### src/rtl/cache_types.sv
// -----------------------------------------------------------------------------
// cache_types
// Shared types for the cache / memory-port glue.
//   arb_state_t : arbiter FSM state
//   port_sel_t  : which cache a grant or priority refers to
//   LINE_W      : cache line width in bits
//   is_req      : a cache port is requesting when read or write is high
// -----------------------------------------------------------------------------
package cache_types;

   localparam int LINE_W = 256;

   typedef enum logic [1:0] {
      IDLE    = 2'd0,
      GRANT_I = 2'd1,
      GRANT_D = 2'd2,
      GAP     = 2'd3
   } arb_state_t;

   typedef enum logic {
      SEL_I = 1'b0,
      SEL_D = 1'b1
   } port_sel_t;

   function automatic logic is_req(input logic read, input logic write);
      return read | write;
   endfunction

endpackage

### src/rtl/cache_dfp_arbiter.sv
// -----------------------------------------------------------------------------
// cache_dfp_arbiter
// Shares one line-granular memory port between the icache and dcache dfp
// interfaces. One request is latched into registered mem_* outputs, the memory
// response is routed back only to the granted cache, and after every completed
// transaction the arbiter waits GAP_CYCLES cycles so the caches (which see
// dfp_resp one cycle late and may keep read/write high one extra cycle) cannot
// cause a duplicate request. Grants alternate round-robin, dcache first.
//
// Ports
//   clk, rst                        clock, synchronous active-high reset
//   i_dfp_addr/read/write/wdata     icache request
//   i_dfp_rdata, i_dfp_resp         icache response
//   d_dfp_addr/read/write/wdata     dcache request
//   d_dfp_rdata, d_dfp_resp         dcache response
//   mem_addr/read/write/wdata       registered memory request
//   mem_rdata, mem_resp             memory response (mem_resp is a 1-cycle pulse)
//
// state   | meaning
// --------+--------------------------------------------------------------
// IDLE    | no transaction; grant a requester on the next edge
// GRANT_I | icache transaction outstanding, waiting for mem_resp
// GRANT_D | dcache transaction outstanding, waiting for mem_resp
// GAP     | post-response quiet time, requests ignored, gap_cnt counts down
// -----------------------------------------------------------------------------
module cache_dfp_arbiter
   import cache_types::*;
#(
   parameter int GAP_CYCLES = 1,
   parameter int LINE_W     = cache_types::LINE_W
) (
   input  logic              clk,
   input  logic              rst,

   input  logic [31:0]       i_dfp_addr,
   input  logic              i_dfp_read,
   input  logic              i_dfp_write,
   input  logic [LINE_W-1:0] i_dfp_wdata,
   output logic [LINE_W-1:0] i_dfp_rdata,
   output logic              i_dfp_resp,

   input  logic [31:0]       d_dfp_addr,
   input  logic              d_dfp_read,
   input  logic              d_dfp_write,
   input  logic [LINE_W-1:0] d_dfp_wdata,
   output logic [LINE_W-1:0] d_dfp_rdata,
   output logic              d_dfp_resp,

   output logic [31:0]       mem_addr,
   output logic              mem_read,
   output logic              mem_write,
   output logic [LINE_W-1:0] mem_wdata,
   input  logic [LINE_W-1:0] mem_rdata,
   input  logic              mem_resp
);

   // Counter loads GAP_CYCLES-1 and the exit happens on the cycle it reads 0,
   // so the FSM spends exactly GAP_CYCLES cycles in GAP.
   localparam logic [2:0] GAP_LOAD = 3'(GAP_CYCLES - 1);

   arb_state_t  state;
   port_sel_t   prio;
   logic [2:0]  gap_cnt;

   logic        i_req;
   logic        d_req;
   logic        grant_i;
   logic        grant_d;

   logic [31:0]       sel_addr;
   logic [LINE_W-1:0] sel_wdata;
   logic              sel_read;
   logic              sel_write;

   assign i_req = is_req(i_dfp_read, i_dfp_write);
   assign d_req = is_req(d_dfp_read, d_dfp_write);

   assign grant_i = (state == IDLE) && i_req && (!d_req || (prio == SEL_I));
   assign grant_d = (state == IDLE) && d_req && !grant_i;

   always_comb begin
      sel_addr  = d_dfp_addr;
      sel_wdata = d_dfp_wdata;
      sel_read  = d_dfp_read;
      sel_write = d_dfp_write;
      if (grant_i) begin
         sel_addr  = i_dfp_addr;
         sel_wdata = i_dfp_wdata;
         sel_read  = i_dfp_read;
         sel_write = i_dfp_write;
      end
   end

   always_ff @(posedge clk) begin
      if (rst) begin
         state     <= IDLE;
         prio      <= SEL_D;
         gap_cnt   <= 3'd0;
         mem_addr  <= 32'd0;
         mem_read  <= 1'b0;
         mem_write <= 1'b0;
         mem_wdata <= '0;
      end else begin
         unique case (state)
            IDLE: begin
               if (grant_i || grant_d) begin
                  mem_addr  <= sel_addr;
                  mem_wdata <= sel_wdata;
                  // read+write together is a write; never drive both to memory
                  mem_write <= sel_write;
                  mem_read  <= sel_read & ~sel_write;
                  state     <= grant_i ? GRANT_I : GRANT_D;
               end
            end
            GRANT_I, GRANT_D: begin
               if (mem_resp) begin
                  mem_read  <= 1'b0;
                  mem_write <= 1'b0;
                  prio      <= (state == GRANT_I) ? SEL_D : SEL_I;
                  gap_cnt   <= GAP_LOAD;
                  state     <= GAP;
               end
            end
            GAP: begin
               if (gap_cnt == 3'd0) begin
                  state <= IDLE;
               end else begin
                  gap_cnt <= gap_cnt - 3'd1;
               end
            end
            default: state <= IDLE;
         endcase
      end
   end

   assign i_dfp_resp  = mem_resp && (state == GRANT_I);
   assign d_dfp_resp  = mem_resp && (state == GRANT_D);
   assign i_dfp_rdata = mem_rdata;
   assign d_dfp_rdata = mem_rdata;

endmodule

### config.mk
export PLATFORM = sky130hd
export DESIGN_NAME = cache_dfp_arbiter
export DESIGN_NICKNAME = d
export VERILOG_FILES = /design/src/rtl/cache_types.sv /design/src/rtl/cache_dfp_arbiter.sv
export SDC_FILE = /design/constraint.sdc
export NUM_CORES = 1
export LEC_CHECK = 0
export CORE_AREA = 2 2 634 636
export CTS_CLUSTER_DIAMETER = 40
export DETAILED_ROUTE_END_ITERATION = 8
export DIE_AREA = 0 0 636 638
export SKIP_CTS_REPAIR_TIMING = 1
export SLEW_MARGIN = 20
export SYNTH_ARGS = -nofsm -noshare
export SYNTH_HDL_FRONTEND = slang
export SYNTH_SLANG_ARGS = --single-unit
### constraint.sdc
create_clock -name clk -period 5 [get_ports clk]
set_clock_uncertainty 0.05 [all_clocks]
set_input_delay 0.75 -clock clk [delete_from_list [all_inputs] [get_ports clk]]
set_output_delay 0.75 -clock clk [all_outputs]
set_load 0.02 [all_outputs]
**Word-level counts from Yosys, hierarchy flattened**

Index checks and enable logic that the tools add are counted.

- Output and inout port bits: 804
- Flip-flop bits (word level): 296
- Word-level logic and storage cells: 58
- Bits of input ports: 839

- Bitwise logic cells: 5
- Reduce and logical (&&, ||, !) cells: 20
- Mux-type cells: 18
- Add/sub/neg operators: 1
- Equal/unequal tests: 7

Operators by type and width:

| cell | count |
|---|---|
| $mux 256 | 1 |
| $mux 32 | 1 |
| $reduce_and 3->1 | 3 |
| $mux 2 | 4 |
| $logic_and 1x1->1 | 6 |
| $mux 1 | 6 |
| $mux 3 | 2 |
| $ne 2x2->1 const B | 3 |
| $pmux 2 s3 | 1 |
| $pmux 3 s2 | 1 |
| $eq 2x2->1 const B | 2 |
| $pmux 1 s2 | 2 |
| $reduce_and 2->1 | 2 |
| $reduce_bool 2->1 | 2 |
| $logic_not 3->1 | 1 |
| $sub 3x1->3 const B | 1 |
| $eq 2x1->1 const B | 1 |
| $logic_not 1->1 | 2 |
| $logic_not 2->1 | 1 |
| $logic_or 1x1->1 | 2 |
| $ne 2x1->1 const B | 1 |
| $not 1->1 | 2 |
| $or 1x1->1 | 2 |
| $reduce_or 2->1 | 1 |
| $and 1x1->1 | 1 |

**Logic depth before layout (Yosys ltp)**

- Word-level depth: 9
- Gate-level depth with buffers: 8
- Mapped depth without buffers: 6

**Least setup slack after synthesis**

OpenSTA, ideal clock, no wires.

- Path kind: input port to flip-flop
- Start point: input port i_dfp_write
- End point: register mem_addr[0]
- Setup time: 0.146 ns
- Data required time: 4.804 ns
- Buffers on the path: 3
- Cell stages on the path: 7
- Arrival time: 2.010 ns
- Path slack: 2.794 ns
- Cell sequence: or4_1 -> and2_1 -> buf_6 -> buf_6 -> buf_6 -> nor2_1 -> a211oi_2

- Cells in the longest elaborated chain, start to end: 7
- Elaborated cells between the ends (all ways): 8
- Those cells by class: 1 x mux; 1 x bitwise; 6 x reduce/logical

Ends and longest elaborated chain:

| item | line | source |
|---|---|---|
| start: declaration | cache_dfp_arbiter.sv:37 | `input logic i_dfp_write,` |
| $or 1x1->1 * | cache_types.sv:26 | `return read \| write;` |
| $logic_and 1x1->1 * (2 in series) | cache_dfp_arbiter.sv:78 | `assign grant_i = (state == IDLE) && i_req && (!d_req \|\| (prio == SEL_I));` |
| $logic_not 1->1 | cache_dfp_arbiter.sv:79 | `assign grant_d = (state == IDLE) && d_req && !grant_i;` |
| $logic_and 1x1->1 | cache_dfp_arbiter.sv:79 |  |
| $logic_or 1x1->1 | cache_dfp_arbiter.sv:106 | `if (grant_i \|\| grant_d) begin` |
| $reduce_and 2->1 (no line) | -- |  |
| end signal: assignment | cache_dfp_arbiter.sv:107 | `mem_addr <= sel_addr;` |
| end: declaration | cache_dfp_arbiter.sv:49 | `output logic [31:0] mem_addr,` |

Every way passes the cells marked *; elsewhere a longest branch is shown, timed or not.
A chain may end at the register's enable or synchronous reset.

**Final worst setup path**

- Start point: input port i_dfp_write
- End point: register mem_wdata[144]

- Cells in the longest elaborated chain, start to end: 7
- Elaborated cells between the ends (all ways): 8
- Those cells by class: 1 x mux; 1 x bitwise; 6 x reduce/logical

Ends and longest elaborated chain:

| item | line | source |
|---|---|---|
| $or 1x1->1 * | cache_types.sv:26 |  |
| $logic_and 1x1->1 * (2 in series) | cache_dfp_arbiter.sv:78 |  |
| $logic_not 1->1 | cache_dfp_arbiter.sv:79 |  |
| $logic_and 1x1->1 | cache_dfp_arbiter.sv:79 |  |
| $logic_or 1x1->1 | cache_dfp_arbiter.sv:106 |  |
| $reduce_and 2->1 (no line) | -- |  |
| end signal: assignment | cache_dfp_arbiter.sv:108 | `mem_wdata <= sel_wdata;` |
| end: declaration | cache_dfp_arbiter.sv:52 | `output logic [LINE_W-1:0] mem_wdata,` |

Marks and branches as above.

==> results.json <==
{
  "viasPerCell": 2.19,
  "synth_warnings": 0,
  "core_area_sq_mm": 0.399,
  "grt_pass1_vias": 15400,
  "regArea_sq_mm": 0.00593,
  "antenna_left": 0,
  "setup_viol": 0,
  "route.detailed.drc": 0,
  "yosys.area.top_type": "dfxtp_1",
  "ys_seq_area_share_pct": 31.8,
  "worstMarginPinSlew_ns": 0.976,
  "synth.distinct_cells": 35,
  "path_class": "in2reg",
  "num_rows": 232,
  "synth_top_area_share_pct": 31.8,
  "drt_iter0_drc": 1143,
  "max_stage_delay_ns": 0.71,
  "r2r_start": "state[0]",
  "crit_family": "buffers and inverters",
  "power_mw": 19.8,
  "required_ns": 5.56,
  "cts_sinks": 296,
  "fmax_mhz": 331,
  "hold_path.class": "in2reg",
  "multi_input_comb_area_sq_mm": 0.00787,
  "clk_latency_ns": 0.78,
  "io_pins": 1643,
  "synth_seq_cells": 296,
  "avgSynthCellArea_sq_um": 10.1,
  "hold_start": "rst",
  "cts.htree.levels": 3,
  "path_cells": "clkdlybuf4s50_1 -> o211ai_1 -> buf_12 -> buf_4 -> mux2i_1 -> a211oi_2",
  "cp.arrival_ns": 3.58,
  "grt_max_degree": 105,
  "cts_max_path_buffers": 4,
  "rsz0062_at_grt": "false",
  "path_clk_slew_ns": 0.05,
  "cp_max_fo": 54,
  "first_pass_iters": 5,
  "die_w_um": 636,
  "syn-cell-area_sq_mm": 0.0187,
  "synth.area.top_cells": "dfxtp_1 32%, buf_4 21%, a211oi_2 19%, mux2i_1 16%, nor2_1 5.9%",
  "gp_congestion": 0.872,
  "ctsRootBufferMaster": "clkbuf_16",
  "routed_wl_um": 272000,
  "dieArea_sq_mm": 0.406,
  "cts_buffers": 80,
  "period_needed_ns": 3.02,
  "die_h_um": 638,
  "dp.final_hpwl_um": 250000,
  "drive_above_1_share_pct": 19.5,
  "period_share_pct": 60.5,
  "cp-startpoint": "i_dfp_write",
  "vias": 16600,
  "num-nets-final": 3041,
  "holdWs_ns": 0.415,
  "critPathLaunchType": "primary input",
  "relSlewSlack_pct": 34.9,
  "antenna_found_initial": 197,
  "fillers": 46400,
  "grt_pass1_wl_um": 306000,
  "final_hold_viol_count": 0,
  "worstSetupEndpointType": "flip-flop",
  "port-buffer-count": 874,
  "syn_to_final_growth_pct": 73.1,
  "ir_drop_mv": 0.309,
  "cp_slowest_cell": "o211ai_1",
  "cap_viol_max_count": 0,
  "tns_ns": 0,
  "powerDensity_mw_per_mm2": 612,
  "wl_per_cell_um": 36.0,
  "syn-num-nets": 2700,
  "initial_core_util_pct": 4.68,
  "slew_viol_final": 0,
  "cp.buffers_inverters": 3,
  "leakage_nw": 11.3,
  "gr-total-overflow": 0,
  "outcome": "finished, final reports clean",
  "grt_use_total_pct": 12.9,
  "cts_tree": "yes",
  "synthCells": 1855
}
## cells in the mapped netlist
library cell / count
and3b_1: 1
or4_1: 1
buf_1: 3
buf_4: 513
or2_2: 1
nor4b_1: 1
mux2i_1: 289
or3_1: 1
nor4_1: 1
nand2_1: 3
and3_1: 1
xnor2_1: 2
a211oi_2: 280
clkbuf_1: 33
inv_1: 6
a211oi_1: 8
buf_2: 31
nor3_1: 1
nand2b_1: 3
buf_6: 59
o21bai_1: 1
nand3b_1: 1
a21oi_1: 4
a221oi_1: 1
ha_1: 6
nor2_1: 294
a311oi_1: 1
nor2b_1: 2
o211ai_1: 2
and2_1: 3
dfxtp_1: 296
o32ai_1: 2
a211o_1: 1
buf_8: 2
o21ai_0: 1
## cells by family after synthesis
kind of cell    Yosys count  synth area share, %
compound gates          301                 19.6
xor+xnor                  2               0.0939
fa+ha+maj                 6                0.402
buf+inv                 647                 26.0
flops                   296                 31.8
mux                     289                 15.5
simple gates            314                 6.58
## metal layers
layer / GRT usage [%] / share of wire, % / vias to the layer above
li1: - / - / 6647
met1: 9.48 / 26 / 7197
met2: 21.1 / 46 / 1999
met3: 14.4 / 24 / 609
met4: 4.49 / 4.1 / 108
met5: 0.579 / 0.36 / -
## where the power goes
part	switching, mW	leakage, nW	internal [mW]
clock	1.78	1.30	3.49
combinational	6.69	7.49	3.70
sequential	0.668	2.46	3.44
## layout make-up
type                       instances  share of cell area, %
inverter                           6                 0.0698
tap                             5265                   20.4
timing repair buffer             900                   28.2
clock inverter                    37                   1.35
clock buffer                     102                   6.90
antenna                           43                  0.333
sequential                       296                   18.4
multi-input combinational        912                   24.4
## through the flow
stage | worst slack [ns] | utilization, % | cell area [sq um] | std cells
floorplan | 2.79 | - | 18700 | 1855
global placement | 1.14 | 7.40 | 29500 | 7379
detailed placement | 1.16 | 7.40 | 29500 | 7379
CTS | 1.71 | 8.07 | 32200 | 7518
global route | 1.76 | 8.10 | 32300 | 7554
finish | 1.98 | 8.10 | 32300 | 7561
## sequential cells by signal (all words and copies together) (netlist names)
| signal | count |
|---|---|
| mem_write | 1 |
| gap_cnt | 3 |
| mem_wdata | 256 |
| mem_read | 1 |
| prio | 1 |
| mem_addr | 32 |
| state | 2 |
## layout by cell type (no fill, tap or decap), types with 2 or more instances in the layout
cell type        instances
mux2i_1                289
nand2_1                  3
dfxtp_1                296
o32ai_1                  2
clkdlybuf4s50_1        871
inv_6                    3
xnor2_1                  2
buf_4                   15
ha_1                     6
nor2b_1                  2
and2_1                   2
clkbuf_16               82
inv_1                    6
clkinvlp_4               5
a211oi_2               280
bufinv_16                7
a21oi_1                  4
diode_2                 43
a211oi_1                 8
o211ai_1                 2
nor2_1                 294
clkbuf_8                10
clkinv_4                 7
clkbuf_1                10
buf_12                  13
nand2b_1                 3
clkinv_2                13
## final timing paths
kind	endpoint	slack (ns)	cells after the start
min reg2reg	mem_read	0.43	2
min	mem_wdata[93]	0.41	2
max	mem_wdata[144]	1.98	6
max reg2reg	mem_wdata[144]	2.20	7
Note: power is estimated with default switching activity, not from simulation.
